**config.mk**
```make
export PLATFORM = sky130hd
export DESIGN_NAME = ifu_flat
export DESIGN_NICKNAME = d
export VERILOG_FILES = /design/src/rtl/ifu_if.sv /design/src/rtl/ifu.sv /design/src/flat_wrapper.sv
export SDC_FILE = /design/constraint.sdc
export NUM_CORES = 1
export LEC_CHECK = 0
export ABC_CLOCK_PERIOD_IN_PS = 3100
export CORE_MARGIN = 2
export CORE_UTILIZATION = 45
export DETAILED_ROUTE_END_ITERATION = 10
export MAX_ROUTING_LAYER = met4
export PLACE_DENSITY = 0.95
export SETUP_SLACK_MARGIN = 0.3
export SYNTH_ARGS = -nofsm -noshare
export SYNTH_HDL_FRONTEND = slang
export SYNTH_SLANG_ARGS = --single-unit
export TNS_END_PERCENT = 1
```
**constraint.sdc**
```tcl
create_clock -name clk -period 3.1 [get_ports clk]
set_input_delay 0.62 -clock clk [delete_from_list [all_inputs] [get_ports clk]]
set_output_delay 0.62 -clock clk [all_outputs]
set_load 0.01 [all_outputs]
```
**src/rtl/ifu_if.sv**
```systemverilog
// Fetch-unit bus: instruction-memory request/response, decode handoff and redirect inputs.
// misalign_o_ifu is present only when IFU_MISALIGN_TRAP_EN is defined.
interface ifu_if;
  localparam int unsigned XLEN = 64;
  localparam int unsigned ILEN = 32;

  logic            req_valid_o_ifu;
  logic [XLEN-1:0] req_addr_o_ifu;
  logic            req_ready_i_ifu;
  logic            resp_valid_i_ifu;
  logic [ILEN-1:0] resp_inst_i_ifu;
  logic            inst_valid_o_ifu;
  logic [ILEN-1:0] inst_o_ifu;
  logic [XLEN-1:0] pc_o_ifu;
  logic            inst_ready_i_ifu;
  logic            jump_branch_i_ifu;
  logic [XLEN-1:0] dnpc_i_ifu;
  logic            flush_i_ifu;
  logic [XLEN-1:0] flush_pc_i_ifu;
`ifdef IFU_MISALIGN_TRAP_EN
  logic            misalign_o_ifu;
`endif

  // Fetch unit side
  modport master (
    output req_valid_o_ifu,
    output req_addr_o_ifu,
    input  req_ready_i_ifu,
    input  resp_valid_i_ifu,
    input  resp_inst_i_ifu,
    output inst_valid_o_ifu,
    output inst_o_ifu,
    output pc_o_ifu,
    input  inst_ready_i_ifu,
    input  jump_branch_i_ifu,
    input  dnpc_i_ifu,
    input  flush_i_ifu,
`ifdef IFU_MISALIGN_TRAP_EN
    output misalign_o_ifu,
`endif
    input  flush_pc_i_ifu
  );

  // Memory / decode / execute side
  modport slave (
    input  req_valid_o_ifu,
    input  req_addr_o_ifu,
    output req_ready_i_ifu,
    output resp_valid_i_ifu,
    output resp_inst_i_ifu,
    input  inst_valid_o_ifu,
    input  inst_o_ifu,
    input  pc_o_ifu,
    output inst_ready_i_ifu,
    output jump_branch_i_ifu,
    output dnpc_i_ifu,
    output flush_i_ifu,
`ifdef IFU_MISALIGN_TRAP_EN
    input  misalign_o_ifu,
`endif
    output flush_pc_i_ifu
  );
endinterface

```
**src/rtl/ifu.sv**
```systemverilog
// Instruction fetch unit: owns the PC, keeps one fetch in flight, presents instructions to decode.
// Define IFU_MISALIGN_TRAP_EN to halt on misaligned redirect/flush targets instead of masking bits[1:0].
module ifu #(
  parameter logic [63:0] RESET_PC = 64'h8000_0000
) (
  input logic    clk,
  input logic    rst,
  ifu_if.master  bus
);
  localparam int unsigned XLEN = 64;
  localparam int unsigned ILEN = 32;
  localparam logic [XLEN-1:0] ALIGN_MASK = ~XLEN'(3);

  typedef enum logic [1:0] {
    S_REQ  = 2'd0,
    S_WAIT = 2'd1,
    S_HOLD = 2'd2
`ifdef IFU_MISALIGN_TRAP_EN
    , S_HALT = 2'd3
`endif
  } state_e;

  state_e          state_q, state_d;
  logic [XLEN-1:0] pc_q, pc_d;
  logic [ILEN-1:0] inst_q, inst_d;
  logic            squash_q, squash_d;
  logic            req_valid_q, req_valid_d;
  logic            inst_valid_q, inst_valid_d;
`ifdef IFU_MISALIGN_TRAP_EN
  logic            misalign_q, misalign_d;
`endif

  logic            req_fire;
  logic            in_flight;
  logic [XLEN-1:0] flush_tgt;
  logic [XLEN-1:0] redir_tgt;

  // Without the trap, redirect targets are silently word-aligned
  function automatic logic [XLEN-1:0] fix_tgt(input logic [XLEN-1:0] t);
`ifdef IFU_MISALIGN_TRAP_EN
    return t;
`else
    return t & ALIGN_MASK;
`endif
  endfunction

  always_ff @(posedge clk or negedge rst) begin
    if (!rst) begin
      state_q      <= S_REQ;
      pc_q         <= RESET_PC;
      inst_q       <= '0;
      squash_q     <= 1'b0;
      req_valid_q  <= 1'b0;
      inst_valid_q <= 1'b0;
`ifdef IFU_MISALIGN_TRAP_EN
      misalign_q   <= 1'b0;
`endif
    end else begin
      state_q      <= state_d;
      pc_q         <= pc_d;
      inst_q       <= inst_d;
      squash_q     <= squash_d;
      req_valid_q  <= req_valid_d;
      inst_valid_q <= inst_valid_d;
`ifdef IFU_MISALIGN_TRAP_EN
      misalign_q   <= misalign_d;
`endif
    end
  end

  always_comb begin
    state_d   = state_q;
    pc_d      = pc_q;
    inst_d    = inst_q;
    squash_d  = squash_q;
    req_fire  = req_valid_q && bus.req_ready_i_ifu;
    // A fetch is outstanding if accepted now, awaiting response, or already squashed
    in_flight = (state_q == S_WAIT) || (state_q == S_REQ && req_fire) || squash_q;
    flush_tgt = fix_tgt(bus.flush_pc_i_ifu);
    redir_tgt = bus.jump_branch_i_ifu ? fix_tgt(bus.dnpc_i_ifu) : pc_q + XLEN'(4);

    if (squash_q && bus.resp_valid_i_ifu) begin
      squash_d = 1'b0;
    end

    if (bus.flush_i_ifu) begin
      pc_d     = flush_tgt;
      squash_d = in_flight && !bus.resp_valid_i_ifu;
      state_d  = S_REQ;
`ifdef IFU_MISALIGN_TRAP_EN
      if (|bus.flush_pc_i_ifu[1:0]) begin
        state_d = S_HALT;
      end
`endif
    end else begin
      case (state_q)
        S_REQ: begin
          if (req_fire) begin
            state_d = S_WAIT;
          end
        end
        S_WAIT: begin
          if (bus.resp_valid_i_ifu) begin
            inst_d  = bus.resp_inst_i_ifu;
            state_d = S_HOLD;
          end
        end
        S_HOLD: begin
          if (bus.inst_ready_i_ifu) begin
            pc_d    = redir_tgt;
            state_d = S_REQ;
`ifdef IFU_MISALIGN_TRAP_EN
            if (bus.jump_branch_i_ifu && (|bus.dnpc_i_ifu[1:0])) begin
              state_d = S_HALT;
            end
`endif
          end
        end
        default: begin
          state_d = state_q;
        end
      endcase
    end

    req_valid_d  = (state_d == S_REQ) && !squash_d;
    inst_valid_d = (state_d == S_HOLD);
`ifdef IFU_MISALIGN_TRAP_EN
    misalign_d   = (state_d == S_HALT);
`endif
  end

  assign bus.req_valid_o_ifu  = req_valid_q;
  assign bus.req_addr_o_ifu   = pc_q;
  assign bus.inst_valid_o_ifu = inst_valid_q;
  assign bus.inst_o_ifu       = inst_q;
  assign bus.pc_o_ifu         = pc_q;
`ifdef IFU_MISALIGN_TRAP_EN
  assign bus.misalign_o_ifu   = misalign_q;
`endif
endmodule

```
**src/flat_wrapper.sv**
```systemverilog
// flat-port wrapper written by rule: the top's interface ports become plain ports
module ifu_flat 
#(
  parameter logic [63:0] RESET_PC = 64'h8000_0000
)
  (clk, rst, bus_req_valid_o_ifu, bus_req_addr_o_ifu, bus_req_ready_i_ifu, bus_resp_valid_i_ifu, bus_resp_inst_i_ifu, bus_inst_valid_o_ifu, bus_inst_o_ifu, bus_pc_o_ifu, bus_inst_ready_i_ifu, bus_jump_branch_i_ifu, bus_dnpc_i_ifu, bus_flush_i_ifu, bus_flush_pc_i_ifu);
  ifu_if bus_i ();
  input logic clk;
  input logic rst;
  output wire logic [$bits(bus_i.req_valid_o_ifu)-1:0] bus_req_valid_o_ifu;
  output wire logic [$bits(bus_i.req_addr_o_ifu)-1:0] bus_req_addr_o_ifu;
  input wire logic [$bits(bus_i.req_ready_i_ifu)-1:0] bus_req_ready_i_ifu;
  input wire logic [$bits(bus_i.resp_valid_i_ifu)-1:0] bus_resp_valid_i_ifu;
  input wire logic [$bits(bus_i.resp_inst_i_ifu)-1:0] bus_resp_inst_i_ifu;
  output wire logic [$bits(bus_i.inst_valid_o_ifu)-1:0] bus_inst_valid_o_ifu;
  output wire logic [$bits(bus_i.inst_o_ifu)-1:0] bus_inst_o_ifu;
  output wire logic [$bits(bus_i.pc_o_ifu)-1:0] bus_pc_o_ifu;
  input wire logic [$bits(bus_i.inst_ready_i_ifu)-1:0] bus_inst_ready_i_ifu;
  input wire logic [$bits(bus_i.jump_branch_i_ifu)-1:0] bus_jump_branch_i_ifu;
  input wire logic [$bits(bus_i.dnpc_i_ifu)-1:0] bus_dnpc_i_ifu;
  input wire logic [$bits(bus_i.flush_i_ifu)-1:0] bus_flush_i_ifu;
  input wire logic [$bits(bus_i.flush_pc_i_ifu)-1:0] bus_flush_pc_i_ifu;
  assign bus_req_valid_o_ifu = bus_i.req_valid_o_ifu;
  assign bus_req_addr_o_ifu = bus_i.req_addr_o_ifu;
  assign bus_i.req_ready_i_ifu = bus_req_ready_i_ifu;
  assign bus_i.resp_valid_i_ifu = bus_resp_valid_i_ifu;
  assign bus_i.resp_inst_i_ifu = bus_resp_inst_i_ifu;
  assign bus_inst_valid_o_ifu = bus_i.inst_valid_o_ifu;
  assign bus_inst_o_ifu = bus_i.inst_o_ifu;
  assign bus_pc_o_ifu = bus_i.pc_o_ifu;
  assign bus_i.inst_ready_i_ifu = bus_inst_ready_i_ifu;
  assign bus_i.jump_branch_i_ifu = bus_jump_branch_i_ifu;
  assign bus_i.dnpc_i_ifu = bus_dnpc_i_ifu;
  assign bus_i.flush_i_ifu = bus_flush_i_ifu;
  assign bus_i.flush_pc_i_ifu = bus_flush_pc_i_ifu;
  ifu #(.RESET_PC(RESET_PC)) u_core (.clk(clk), .rst(rst), .bus(bus_i));
endmodule
```
# Yosys cells after proc, flatten, opt, wreduce, memory -nomap -nowiden
# Index checks and enable logic that the tools add are counted.
# totals
ff_bits,101
output_inout_bits,162
word_cells,37
input_bits,167
# classes
n_bitwise,1
n_eq_ne,3
reduce_logical,15
muxes,11
add_sub_neg,1
# op_table
op,count
64-bit two-way mux,4
"64-bit by 3-bit adder with 64-bit output, second input constant",1
2-bit two-way mux,4
2-bit one-hot mux with 3 select lines,1
1-bit logical AND,5
"2-bit == test, second input constant",2
2-bit zero test,2
2-bit nonzero test,2
3-bit AND reduction,1
"2-bit by 1-bit == test with 1-bit output, second input constant",1
1-bit zero test,2
1-bit logical OR,2
1-bit two-way mux,2
2-bit AND reduction,1
1-bit NOT,1

# Depth between registers and ports, before layout
# Gate-level depths: netlist of run 1.
# depth
depth_word,8
ltp_mapped,8
depth_no_buf,7

# Worst setup path after synthesis of run 1
# Ideal clock, no wire load.
# synth_timing
kind,input-to-reg
start,input port bus_flush_i_ifu
end,register u_core.inst_q[0] (netlist: u_core.bus.inst_o_ifu[0])
n_path_buf,2
arrival_ns,1.964
setup_time_ns,0.125
slack_ns,1.011
required_time_ns,2.975
stages,4
path_cell_list,clkbuf_1 > nor3b_1 > clkbuf_1 > mux2_2
# synth_between
elab_chain_len,2
# synth_lines
item,line_no,text
from (decl),flat_wrapper.sv:21,input wire logic [$bits(bus_i.flush_i_ifu)-1:0] bus_flush_i_ifu;
1-bit NOT (no line),n/a,
3-bit AND reduction (no line),n/a,
to (signal assigned),ifu.sv:61,inst_q <= inst_d;
to (decl),ifu.sv:25,"logic [ILEN-1:0] inst_q, inst_d;"
# No other way between the ends.
# A chain may end at the register's enable or synchronous reset.

# Worst setup path in the final report of run 1
# layout_timing
start,register u_core.pc_q[2] (netlist: u_core.bus.pc_o_ifu[2])
end,register u_core.pc_q[36] (netlist: u_core.bus.pc_o_ifu[36])
# layout_between
elab_chain_len,5
# layout_lines
item,line_no,text
from (decl),ifu.sv:24,"logic [XLEN-1:0] pc_q, pc_d;"
from (signal assigned),ifu.sv:60,pc_q <= pc_d;
64-bit by 3-bit adder with 64-bit output,ifu.sv:80,redir_tgt = bus.jump_branch_i_ifu ? fix_tgt(bus.dnpc_i_ifu) : pc_q + XLEN'(4);
64-bit two-way mux,ifu.sv:80,
64-bit two-way mux,ifu.sv:109,if (bus.inst_ready_i_ifu) begin
64-bit two-way mux,ifu.sv:96,case (state_q)
64-bit two-way mux,ifu.sv:86,if (bus.flush_i_ifu) begin
# No other way between the ends. The select of a mux whose other input is x is not followed.

==> flow_summary.ini, run 1 <==
[layout]
syn_to_final_growth_pct = 46.0
drive_above_1_share = 0.108
n_fill_cell = 1154
nets = 1196
seqCellArea_sq_um = 2480
multi_input_area_sq_um = 3680
diodes = 0
fin_util = 0.669

[global_routing]
grt_pass1_vias = 7148
grt_overflow = 0
grt_pass1_wl_mm = 38.3
antenna_found_initial = 0
grtUsageTotal = 0.308
grt.met1_usage = 0.381
busiest_layer = met2
grt_max_degree = 67
use_met3 = 0.0580
met2_usage = 0.499

[power_and_ir_drop]
power.leakage_nw = 3.99
p_total_mw = 4.90
power-per-cell-area_nw_per_um2 = 483
ir_drop_uv = 387

[placement]
gp_congestion = 0.922
place_hpwl_mm = 18.4
port_buffers = 320

[cts]
ctsRootBufferMaster = clkbuf_16
cts_tree = built
cts.path.max_buffers = 2
hold_buffers = 0
cts_num_sinks = 99
clkTransAtPathRegs_ns = 0.08
numCtsBuffers = 9
htree_levels = 3
clkLatencyLatePin_ns = 0.36
postCtsSetupBuffers = 0
cts_resized = 0

[yosys]
synth_area_sq_um = 6940
syn_inst = 786
synth_flop_cell = dfrtp_1
ys.warnings.count = 0
synth_top_cell_by_area = dfrtp_1
synthArstFlopShare = 1.00
synth-seq-area-share = 0.357
synth_area_per_cell_sq_um = 8.83
synth-edff-count = 0
synth_area_leaders = dfrtp_1, buf_4, mux2_2, o21ai_0, a21oi_1
yosysTopAreaCellShare = 0.353
ys_types = 82
synth-seq-cells = 99

[drt]
initialDrtViolationCount = 663
ant_nets = 0
wl_mm = 24.8
wl_per_cell_um = 20.3
drc = 0
viasPerCell = 6.05
vias = 7391
firstDrtPassIters = 6

[die]
die_h_um = 128
die_w_um = 128
io-pin-count = 329
dieArea_sq_um = 16400
rows = 45
core_sq_um = 15100
start_util = 0.458

[setup_path]
r2r_slack_ns = 0.59
crit_arrival_ns = 2.77
cp_max_fo = 7
slowest_stage = dfrtp_1
crit_required_ns = 3.36
reg2regPathDepth = 8
startpoint_type = register
crit_type = reg2reg
endpoint_kind = register
slowest_delay_ns = 0.44
crit_chain = ha_1 > and4_1 > nand2_1 > nor3_2 > buf_4 > nand4_1 > xor2_1 > a221oi_2

[sta]
tns_ns = 0
post-route-period-util = 0.810
skew_ns = 0.0102
hold_slack_ns = 0.360
setup_violations = 0
hold_viol_final = 0
period_needed_ns = 2.51
rsz0062_at_grt = false
fmax_mhz = 398
slew_viol_final = 0
slew_headroom = 0.432
worstMarginPinSlew_ns = 0.852

[hold_path]
hp-class = in2async

[run]
drv_cap = 0

[status]
status = finished clean
per-layer routing:
layer	vias to the layer above	part of all wire
met5	-	0
met4	0	0.033
met3	80	0.090
met2	468	0.48
met1	3520	0.39
li1	3323	-
worst paths after layout:
check                                            endpoint                       from
worst min-delay path              u_core.bus.pc_o_ifu[26]                        rst
min in group clk                u_core.bus.inst_o_ifu[27]  u_core.bus.inst_o_ifu[27]
worst max register to register    u_core.bus.pc_o_ifu[36]     u_core.bus.pc_o_ifu[2]
worst max-delay path              u_core.bus.pc_o_ifu[36]     u_core.bus.pc_o_ifu[2]
worst min register to register  u_core.bus.inst_o_ifu[27]  u_core.bus.inst_o_ifu[27]
max in group asynchronous         u_core.bus.pc_o_ifu[37]                        rst
stage by stage:
step	cells	instance area [sq um]	setup slack, ns
finish	1221	10100	0.588
global route	1221	10100	0.420
CTS	1221	10100	0.587
detailed placement	1205	9830	0.471
global placement	1205	9830	0.480
floorplan	789	6960	1.01
worst max-delay path, delay by kind of cell (launching register included):
kind                     cells  cell delay (ns)
AO/OA/AOI/OAI                1             0.23
XOR/XNOR                     1             0.20
adder cells (fa/ha/maj)      1             0.29
buffers and inverters        1             0.23
flip-flops                   1             0.44
AND/OR/NAND/NOR              4             1.01
registers in the layout, indices dropped and copies added (netlist names):
| name | cells |
|---|---|
| u_core.bus.req_valid_o_ifu | 1 |
| u_core.bus.inst_o_ifu | 32 |
| u_core.squash_q | 1 |
| u_core.bus.pc_o_ifu | 62 |
| u_core.state_q | 2 |
| u_core.bus.inst_valid_o_ifu | 1 |
cell usage in the layout, fill, tap and decap left out, types with 18 or more instances in the layout:
cell type        instances
a21oi_1                 54
and3_1                  25
buf_4                   18
clkdlybuf4s50_1        317
dfrtp_1                 98
mux2_2                  34
nand2_1                 57
nand3_1                 45
nor2_1                  55
nor3_1                  21
o21ai_0                 58
where the power goes:
part	leakage (nW)	switching (mW)	internal (mW)
logic	2.66	0.711	1.11
clock network	0.149	0.571	0.642
registers	1.18	0.295	1.57
area by class of cell:
class	count	area share
clock buffers	9	0.0222
clock inverters	7	0.00827
inverters	15	0.00555
multi-input cells	564	0.363
flip-flops and latches	99	0.245
well taps	188	0.0232
repair buffers	339	0.333
cells by family (layout without fill, tap and decap cells):
family                   after synthesis  in the layout  share of synthesized area
AND/OR/NAND/NOR                      286            286                      0.239
AO/OA/AOI/OAI                        208            208                      0.190
buffers and inverters                126            370                      0.115
flip-flops                            99             99                      0.357
multiplexers                          45             45                     0.0710
XOR/XNOR                              20             20                     0.0252
adder cells (fa/ha/maj)                1              1                    0.00180
other                                  1              4                   0.000540
cells in the mapped netlist, drive strengths merged (5+ instances only):
cell     count
inv         14
nor4        14
a211oi      12
xnor2       12
nor3b        8
and3        27
nor3        23
mux2        34
dfrtp       98
o31ai        5
nand2       59
nand4       19
a2bb2oi      7
a22oi        7
o22ai       13
o21a         5
xor2         8
clkbuf      34
mux2i       11
o21ai       63
a21oi       54
nor2        56
and4         8
buf         77
nand3       49
Note: power is estimated with default switching activity, not from simulation.
==> run 2: changes to the inputs <==
- ABC_CLOCK_PERIOD_IN_PS: 3100 -> 2500
- CORE_UTILIZATION: 45 -> 42
- PLACE_DENSITY: 0.95 -> 0.92
- clock period: 3.1 -> 2.5 ns (I/O delays scaled with it)
==> run 2 against run 1 <==
Effect of this change: count of clock-buffer cells in the layout is the same; non-clock buffer count grew 45; clock power grew 16%; via count grew 2.5%; hold slack lost 0.24 ns; core utilization shrank 2.4 points; critical endpoint is now u_core.bus.pc_o_ifu[58]; first-iteration DRC count grew 12%; sequential share of layout area shrank 0.89 points; highest routed layer unchanged; maximum frequency grew 16%.
==> flow_summary.ini, run 2 (same netlist as run 1, synthesis figures left out) <==
[status]
status = finished clean

[sta]
slew_viol_final = 0
post-route-period-util = 0.866
slew_headroom = 0.634
finalWorstSetupSlack_ns = 0.335
worstMarginPinSlew_ns = 0.550
hold_viol_final = 0
period_needed_ns = 2.16
fmax_mhz = 462
rsz0062_at_grt = true
tns_ns = 0
setup_violations = 0
skew_ns = 0.0118
hold_slack_ns = 0.124

[setup_path]
reg2regPathDepth = 6
crit_type = reg2reg
crit_arrival_ns = 2.40
slowest_stage = dfrtp_1
crit_chain = nand3_1 > or2_2 > nor4_4 > and4b_1 > o21ai_0 > a221o_1
r2r_slack_ns = 0.34
cp_top_family = simple AND/OR/NAND/NOR gates
crit_required_ns = 2.74
startpoint_type = register
endpoint_kind = register
worst-path-stages = 6
cp_num_buf_inv = 0
slowest_delay_ns = 0.49
cp_max_fo = 8

[power_and_ir_drop]
p_int_mw = 4.09
combPwrFrac = 0.400
power-per-cell-area_nw_per_um2 = 578
power.leakage_nw = 4.23
ir_drop_uv = 516
pwr-share-clk = 0.230
sw_frac_of_total = 0.329
seq_power_share = 0.370
p_total_mw = 6.10
power.switching_mw = 2.00

[cts]
cts_num_sinks = 99
clkTransAtPathRegs_ns = 0.08
clkLatencyLatePin_ns = 0.35
numCtsBuffers = 9
cts.path.max_buffers = 2
htree_levels = 3
hold_buffers = 0
ctsRootBufferMaster = clkbuf_16
cts_tree = built

[run]
drv_cap = 0

[layout]
nets = 1241
syn_to_final_growth_pct = 51.9
finalNonFillerCells = 1299
n_fill_cell = 1379
final_area_sq_um = 10600
drive_above_1_share = 0.157
final_common_cell = clkdlybuf4s50_1
final_cell_mix = clkdlybuf4s50_1, dfrtp_1, buf_4, o21ai_0, nand2_1
fin_util = 0.645
largest_register_ffs = 62

[global_routing]
grt_pass1_vias = 7470
grt_pass1_wl_mm = 39.8
antenna_found_initial = 1
grtUsageTotal = 0.297
grt_max_degree = 67
grt_overflow = 0

[die]
dieArea_sq_um = 17600
core_sq_um = 16300
die_h_um = 133
die_w_um = 133
io-pin-count = 329
start_util = 0.425
rows = 47

[drt]
ant_nets = 0
drc = 0
initialDrtViolationCount = 745
wl_per_cell_um = 20.3
wl_mm = 26.4
firstDrtPassIters = 6
viasPerCell = 5.83
vias = 7573

[placement]
place_hpwl_mm = 20.0
gp_congestion = 0.922
dp_slack_ns = 0.196
port_buffers = 320
dpl_cell_area_sq_um = 10200
place_inst = 1277

[hold_path]
hp-class = in2async
==> run 2: cell count changes in the layout (fill, tap and decap cells not counted), sizes merged <==
cell and delta:
buf +45, bufinv -1, clkinvlp -1, diode +1
inv +2
==> run 2: path summary, 6_finish.rpt <==
path,start,to
max in group asynchronous,rst,u_core.bus.pc_o_ifu[22]
min in group clk,u_core.bus.inst_o_ifu[28],u_core.bus.inst_o_ifu[28]
min reg2reg,u_core.bus.inst_o_ifu[28],u_core.bus.inst_o_ifu[28]
max,u_core.bus.pc_o_ifu[46],u_core.bus.pc_o_ifu[58]
max reg2reg,u_core.bus.pc_o_ifu[46],u_core.bus.pc_o_ifu[58]
min,rst,u_core.bus.pc_o_ifu[49]
==> run 2: area by class of cell <==
cell class,instances,area [sq um],share of cell area
diodes,1,2.50,0.000237
clock buffers,9,225,0.0213
multi-input cells,564,3700,0.351
repair buffers,384,3740,0.354
clock inverters,7,63.8,0.00605
well taps,220,275,0.0261
inverters,15,56.3,0.00534
flip-flops and latches,99,2490,0.236
==> run 2: per-layer routing <==
metal  part of all wire  vias to the layer above  GRT usage  wire, um
met5                  0                        -          -         0
li1                   -                     3415          -         -
met3              0.089                       83     0.0525      2350
met1               0.38                     3567      0.351     10000
met2               0.50                      508      0.501     13100
met4              0.036                        0      0.121       954
==> run 2: power by group through the flow <==
| stage | clock [mW] | sequential, mW | combinational (mW) |
|---|---|---|---|
| floorplan | 0 | 2.42 | 0.878 |
| global placement | 0 | 2.25 | 2.37 |
| detailed placement | 0 | 2.27 | 2.42 |
| CTS | 1.42 | 2.25 | 2.43 |
| global route | 1.48 | 2.30 | 2.59 |
| finish | 1.40 | 2.26 | 2.44 |
==> run 2: timing repair <==
item | 4_1_cts | 5_1_grt
pin swaps | 0 | 4
hold endpoints to repair | 0 | 0
setup buffers | 0 | 5
gates resized for setup | 0 | 15
endpoints found under the setup margin | 10 | 36
==> run 3: changes to the inputs <==
- CORE_ASPECT_RATIO: not set -> 1.4
==> run 3 against run 2 <==
Effect of this change: hold slack worse by 0.069 ns; maximum frequency is 0.38% lower; sequential power hardly changed; non-clock buffer count is 10 lower; combinational power hardly changed; register-to-register slack hardly changed; final cell count is 2.3% lower; first-iteration DRC count is 10% lower; critical path depth stayed put.
==> flow_summary.ini, run 3 (same netlist as run 1, synthesis figures left out) <==
[status]
status = finished clean

[setup_path]
cp_max_fo = 5
crit_arrival_ns = 2.41
crit_type = reg2reg
startpoint_type = register
endpoint_kind = register
crit_required_ns = 2.74

[sta]
setup_violations = 0
slew_headroom = 0.667
rsz0062_at_grt = true
fmax_mhz = 460
worstMarginPinSlew_ns = 0.498
tns_ns = 0
skew_ns = 0.0101
period_needed_ns = 2.17
slew_viol_final = 0
post-route-period-util = 0.869
hold_viol_final = 0

[placement]
place_hpwl_mm = 19.8
gp_congestion = 0.885
port_buffers = 320
place_inst = 1247

[cts]
numCtsBuffers = 9
clkTransAtPathRegs_ns = 0.08
cts_tree = built
cts_num_sinks = 99
ctsRootBufferMaster = clkbuf_16
clkLatencyLatePin_ns = 0.35
htree_levels = 3
cts.path.max_buffers = 2

[power_and_ir_drop]
power-per-cell-area_nw_per_um2 = 587
power.leakage_nw = 4.15
ir_drop_uv = 497

[die]
dieArea_sq_um = 17600
die_h_um = 156
io-pin-count = 329
core_sq_um = 16200
die_w_um = 113
rows = 55
start_util = 0.429

[layout]
n_fill_cell = 1286
final_common_cell = clkdlybuf4s50_1
drive_above_1_share = 0.151
finalNonFillerCells = 1269
nets = 1231
largest_register_ffs = 62
final_cell_mix = clkdlybuf4s50_1, dfrtp_1, o21ai_0, nand2_1
syn_to_final_growth_pct = 50.1

[run]
drv_cap = 0

[drt]
viasPerCell = 5.87
firstDrtPassIters = 6
vias = 7446
wl_mm = 26.1
wl_per_cell_um = 20.6
ant_nets = 0
initialDrtViolationCount = 668
drc = 0

[global_routing]
grtUsageTotal = 0.295
grt_pass1_wl_mm = 40.1
antenna_found_initial = 2
grt_pass1_vias = 7332
grt_overflow = 0
grt_max_degree = 86

[hold_path]
hp-class = in2async
[run 3: cell count changes in the layout (fill, tap and decap cells not counted), moves of 2 or more]
cell and change:
buf_12 -2, buf_4 -9, dfrtp_1 -2, dfrtp_2 +2
inv_6 -3, inv_8 +2
[run 3: metal layers]
metal  part of all wire  GRT usage  wire [um]  vias to the layer above
met2               0.53      0.527      13900                      429
li1                   -          -          -                     3391
met5                  0          -          0                        -
met3              0.079     0.0536       2060                       58
met4              0.026     0.0900        682                        0
met1               0.36      0.336       9480                     3568
[run 3: cell type report]
class / instances / area [sq um] / area share
Antenna cell: 2 / 5.00 / 0.000480
Sequential cell: 99 / 2490 / 0.239
Timing Repair Buffer: 374 / 3640 / 0.349
Clock buffer: 9 / 225 / 0.0216
Clock inverter: 7 / 67.6 / 0.00648
Inverter: 15 / 56.3 / 0.00540
Multi-Input combinational cell: 564 / 3690 / 0.354
Tap cell: 199 / 249 / 0.0239
[run 3: power breakdown]
| part | leakage (nW) | switching, mW | total (mW) | internal [mW] |
|---|---|---|---|---|
| Combinational | 2.84 | 0.985 | 2.41 | 1.42 |
| Clock | 0.142 | 0.717 | 1.42 | 0.706 |
| Sequential | 1.17 | 0.334 | 2.29 | 1.95 |
[run 3: worst paths after layout]
kind	startpoint	end	slack, ns	depth (start not counted)
max	u_core.bus.pc_o_ifu[49]	u_core.bus.pc_o_ifu[58]	0.33	6
max reg2reg	u_core.bus.pc_o_ifu[49]	u_core.bus.pc_o_ifu[58]	0.33	6
min in group clk	u_core.bus.inst_o_ifu[8]	u_core.bus.inst_o_ifu[8]	0.51	1
min	rst	u_core.bus.pc_o_ifu[19]	0.06	1
max in group asynchronous	rst	u_core.bus.inst_o_ifu[12]	1.78	2
min reg2reg	u_core.bus.inst_o_ifu[8]	u_core.bus.inst_o_ifu[8]	0.51	1
[run 3: worst max-delay path, cell delays in order, from the launching register on]
cell	delay, ns
dfrtp_1	0.45
nand4_1	0.18
or2_2	0.38
nor4_4	0.37
and4b_2	0.32
o21ai_0	0.08
a221o_1	0.29
[run 3: per-stage QoR]
stage	hold WS (ns)	area (sq um)	utilization	total power, mW	setup WS [ns]
after CTS	0.0563	10400	0.643	6.13	0.259
after detailed placement	0.434	10100	0.623	4.71	0.217
after floorplan	0.204	6960	-	3.29	0.439
after global placement	0.428	10100	0.623	4.60	0.246
final	0.0551	10400	0.645	6.12	0.327
after global routing	0.0712	10400	0.645	6.37	0.247
[run 3: repair_timing]
| action | CTS | global route |
|---|---|---|
| setup buffers | 3 | 1 |
| hold endpoints to repair | 0 | 0 |
| resized for setup | 1 | 14 |
| hold buffers | 0 | 0 |
| endpoints found under the setup margin | 11 | 29 |
| pin swaps | 2 | 2 |
==> patch (config.mk and constraints of run 3) <==
`ILEN` is set to 32 in 2 places; all go to 64.
--- a/src/rtl/ifu_if.sv
+++ b/src/rtl/ifu_if.sv
@@ -3,5 +3,5 @@
 interface ifu_if;
   localparam int unsigned XLEN = 64;
-  localparam int unsigned ILEN = 32;
+  localparam int unsigned ILEN = 64;
 
   logic            req_valid_o_ifu;
--- a/src/rtl/ifu.sv
+++ b/src/rtl/ifu.sv
@@ -9,5 +9,5 @@
 );
   localparam int unsigned XLEN = 64;
-  localparam int unsigned ILEN = 32;
+  localparam int unsigned ILEN = 64;
   localparam logic [XLEN-1:0] ALIGN_MASK = ~XLEN'(3);
 
Interface: changed (resized bus_inst_o_ifu and bus_resp_inst_i_ifu); port bits go from 329 to 393. The function was not compared with the original's and may differ.
==> patch against run 3 <==
  * The run now ends with negative hold slack left
  * Fmax shrank 4.3%
  * Routed wire length grew 19%
  * Sequential cell count grew 32
  * Setup slack lost 0.098 ns
  * Total power grew 45%
  * Area after synthesis grew 12%
  * Cell area grew 20%
==> patch: results (changes against run 3) <==
* Number of cells upsized or downsized after cts: 9 (+8)
* Number of distinct standard cells referenced by the synthesized netlist: 68 (-17%)
- The detailed-route wire length per cell is 21.3 um (+3.1%).
- The final core area utilization is 0.691 (+0.0460).
- The transition time at the pin with the least slew margin is 1.18 ns (+0.684 ns).
* Number of levels in the clock H-tree: 4 (+1)
- The endpoint identified for the worst register-to-register timing path is u_core.bus.pc_o_ifu[57].
* Pin count of the biggest net entering global routing: 65 (-24%)
- The final hold violation count came to 7 (+7).
- Via count of the first global-routing pass: 8631 (+18%)
* Placed wire-length estimate: 23.2 mm (+17%)
- Reg2reg start: u_core.bus.pc_o_ifu[45]
- The via density per instance came to 5.76 (-1.8%).
- The flow ran to the end, but the final reports show violations.
- Setup Buffers After CTS: 0 (-3)
* Inserted Clock Buffers: 17 (+8)
* Proportion of synthesized chip area in sequential cells: 0.422 (+0.0649)
- Cell with the biggest individual delay on the critical path: sky130_fd_sc_hd__dfrtp_2
* Violated checks: negative hold slack
- Worst slack on hold paths: -0.00830 ns (-0.0634 ns)
* First-pass GRT wire length: 47.1 mm (+18%)
- Dpl ws: 0.0804 ns (-0.137 ns)
- The number of DRC violations after detailed-routing iteration 0 was 727 (+8.8%).
- Ratio of cells with drive above 1 in the final layout: 0.177 (+0.0262)
- Synth top cells by count: sky130_fd_sc_hd__dfrtp_1, sky130_fd_sc_hd__nand2_1, sky130_fd_sc_hd__buf_4, sky130_fd_sc_hd__mux2_2, sky130_fd_sc_hd__a21oi_1
- Via count: 8434 (+13%)
==> patch: cells by family after synthesis <==
family	count (synthesis)	share of synthesized area
AO/OA/AOI/OAI	205	0.164
buffers and inverters	126	0.0942
other	1	0.000482
XOR/XNOR	24	0.0270
flip-flops	131	0.422
AND/OR/NAND/NOR	285	0.185
adder cells (fa/ha/maj)	1	0.00161
multiplexers	74	0.106
==> patch: power breakdown <==
part | switching, mW | internal [mW]
clock network | 1.08 | 1.30
registers | 0.413 | 2.71
logic | 1.34 | 2.03
total | 2.83 | 6.04
==> patch: area by class of cell <==
class / count / area share
antenna: 3 / 0.000601
sequential: 131 / 0.264
multi-input combinational: 593 / 0.309
tap: 240 / 0.0241
clock inverter: 14 / 0.00952
inverter: 9 / 0.00271
timing repair buffer: 456 / 0.356
clock buffer: 18 / 0.0344
==> patch: metal layers <==
metal / global-route usage / wire [um]
met1: 0.348 / 10900
met2: 0.530 / 15600
met3: 0.0981 / 3100
met4: 0.163 / 1470
met5: - / 0
==> patch: worst max-delay path by stage <==
stage | start | to | slack (ns) | cells past startpoint
floorplan | u_core.bus.pc_o_ifu[44] | u_core.bus.pc_o_ifu[63] | 0.30 | 7
finish | u_core.bus.pc_o_ifu[45] | u_core.bus.pc_o_ifu[57] | 0.23 | 7
CTS | u_core.bus.pc_o_ifu[44] | u_core.bus.pc_o_ifu[57] | 0.25 | 7
global route | u_core.bus.pc_o_ifu[31] | u_core.bus.pc_o_ifu[60] | 0.19 | 6
detailed placement | u_core.bus.pc_o_ifu[10] | u_core.bus.pc_o_ifu[41] | 0.08 | 7
global placement | u_core.bus.pc_o_ifu[10] | u_core.bus.pc_o_ifu[57] | 0.14 | 7
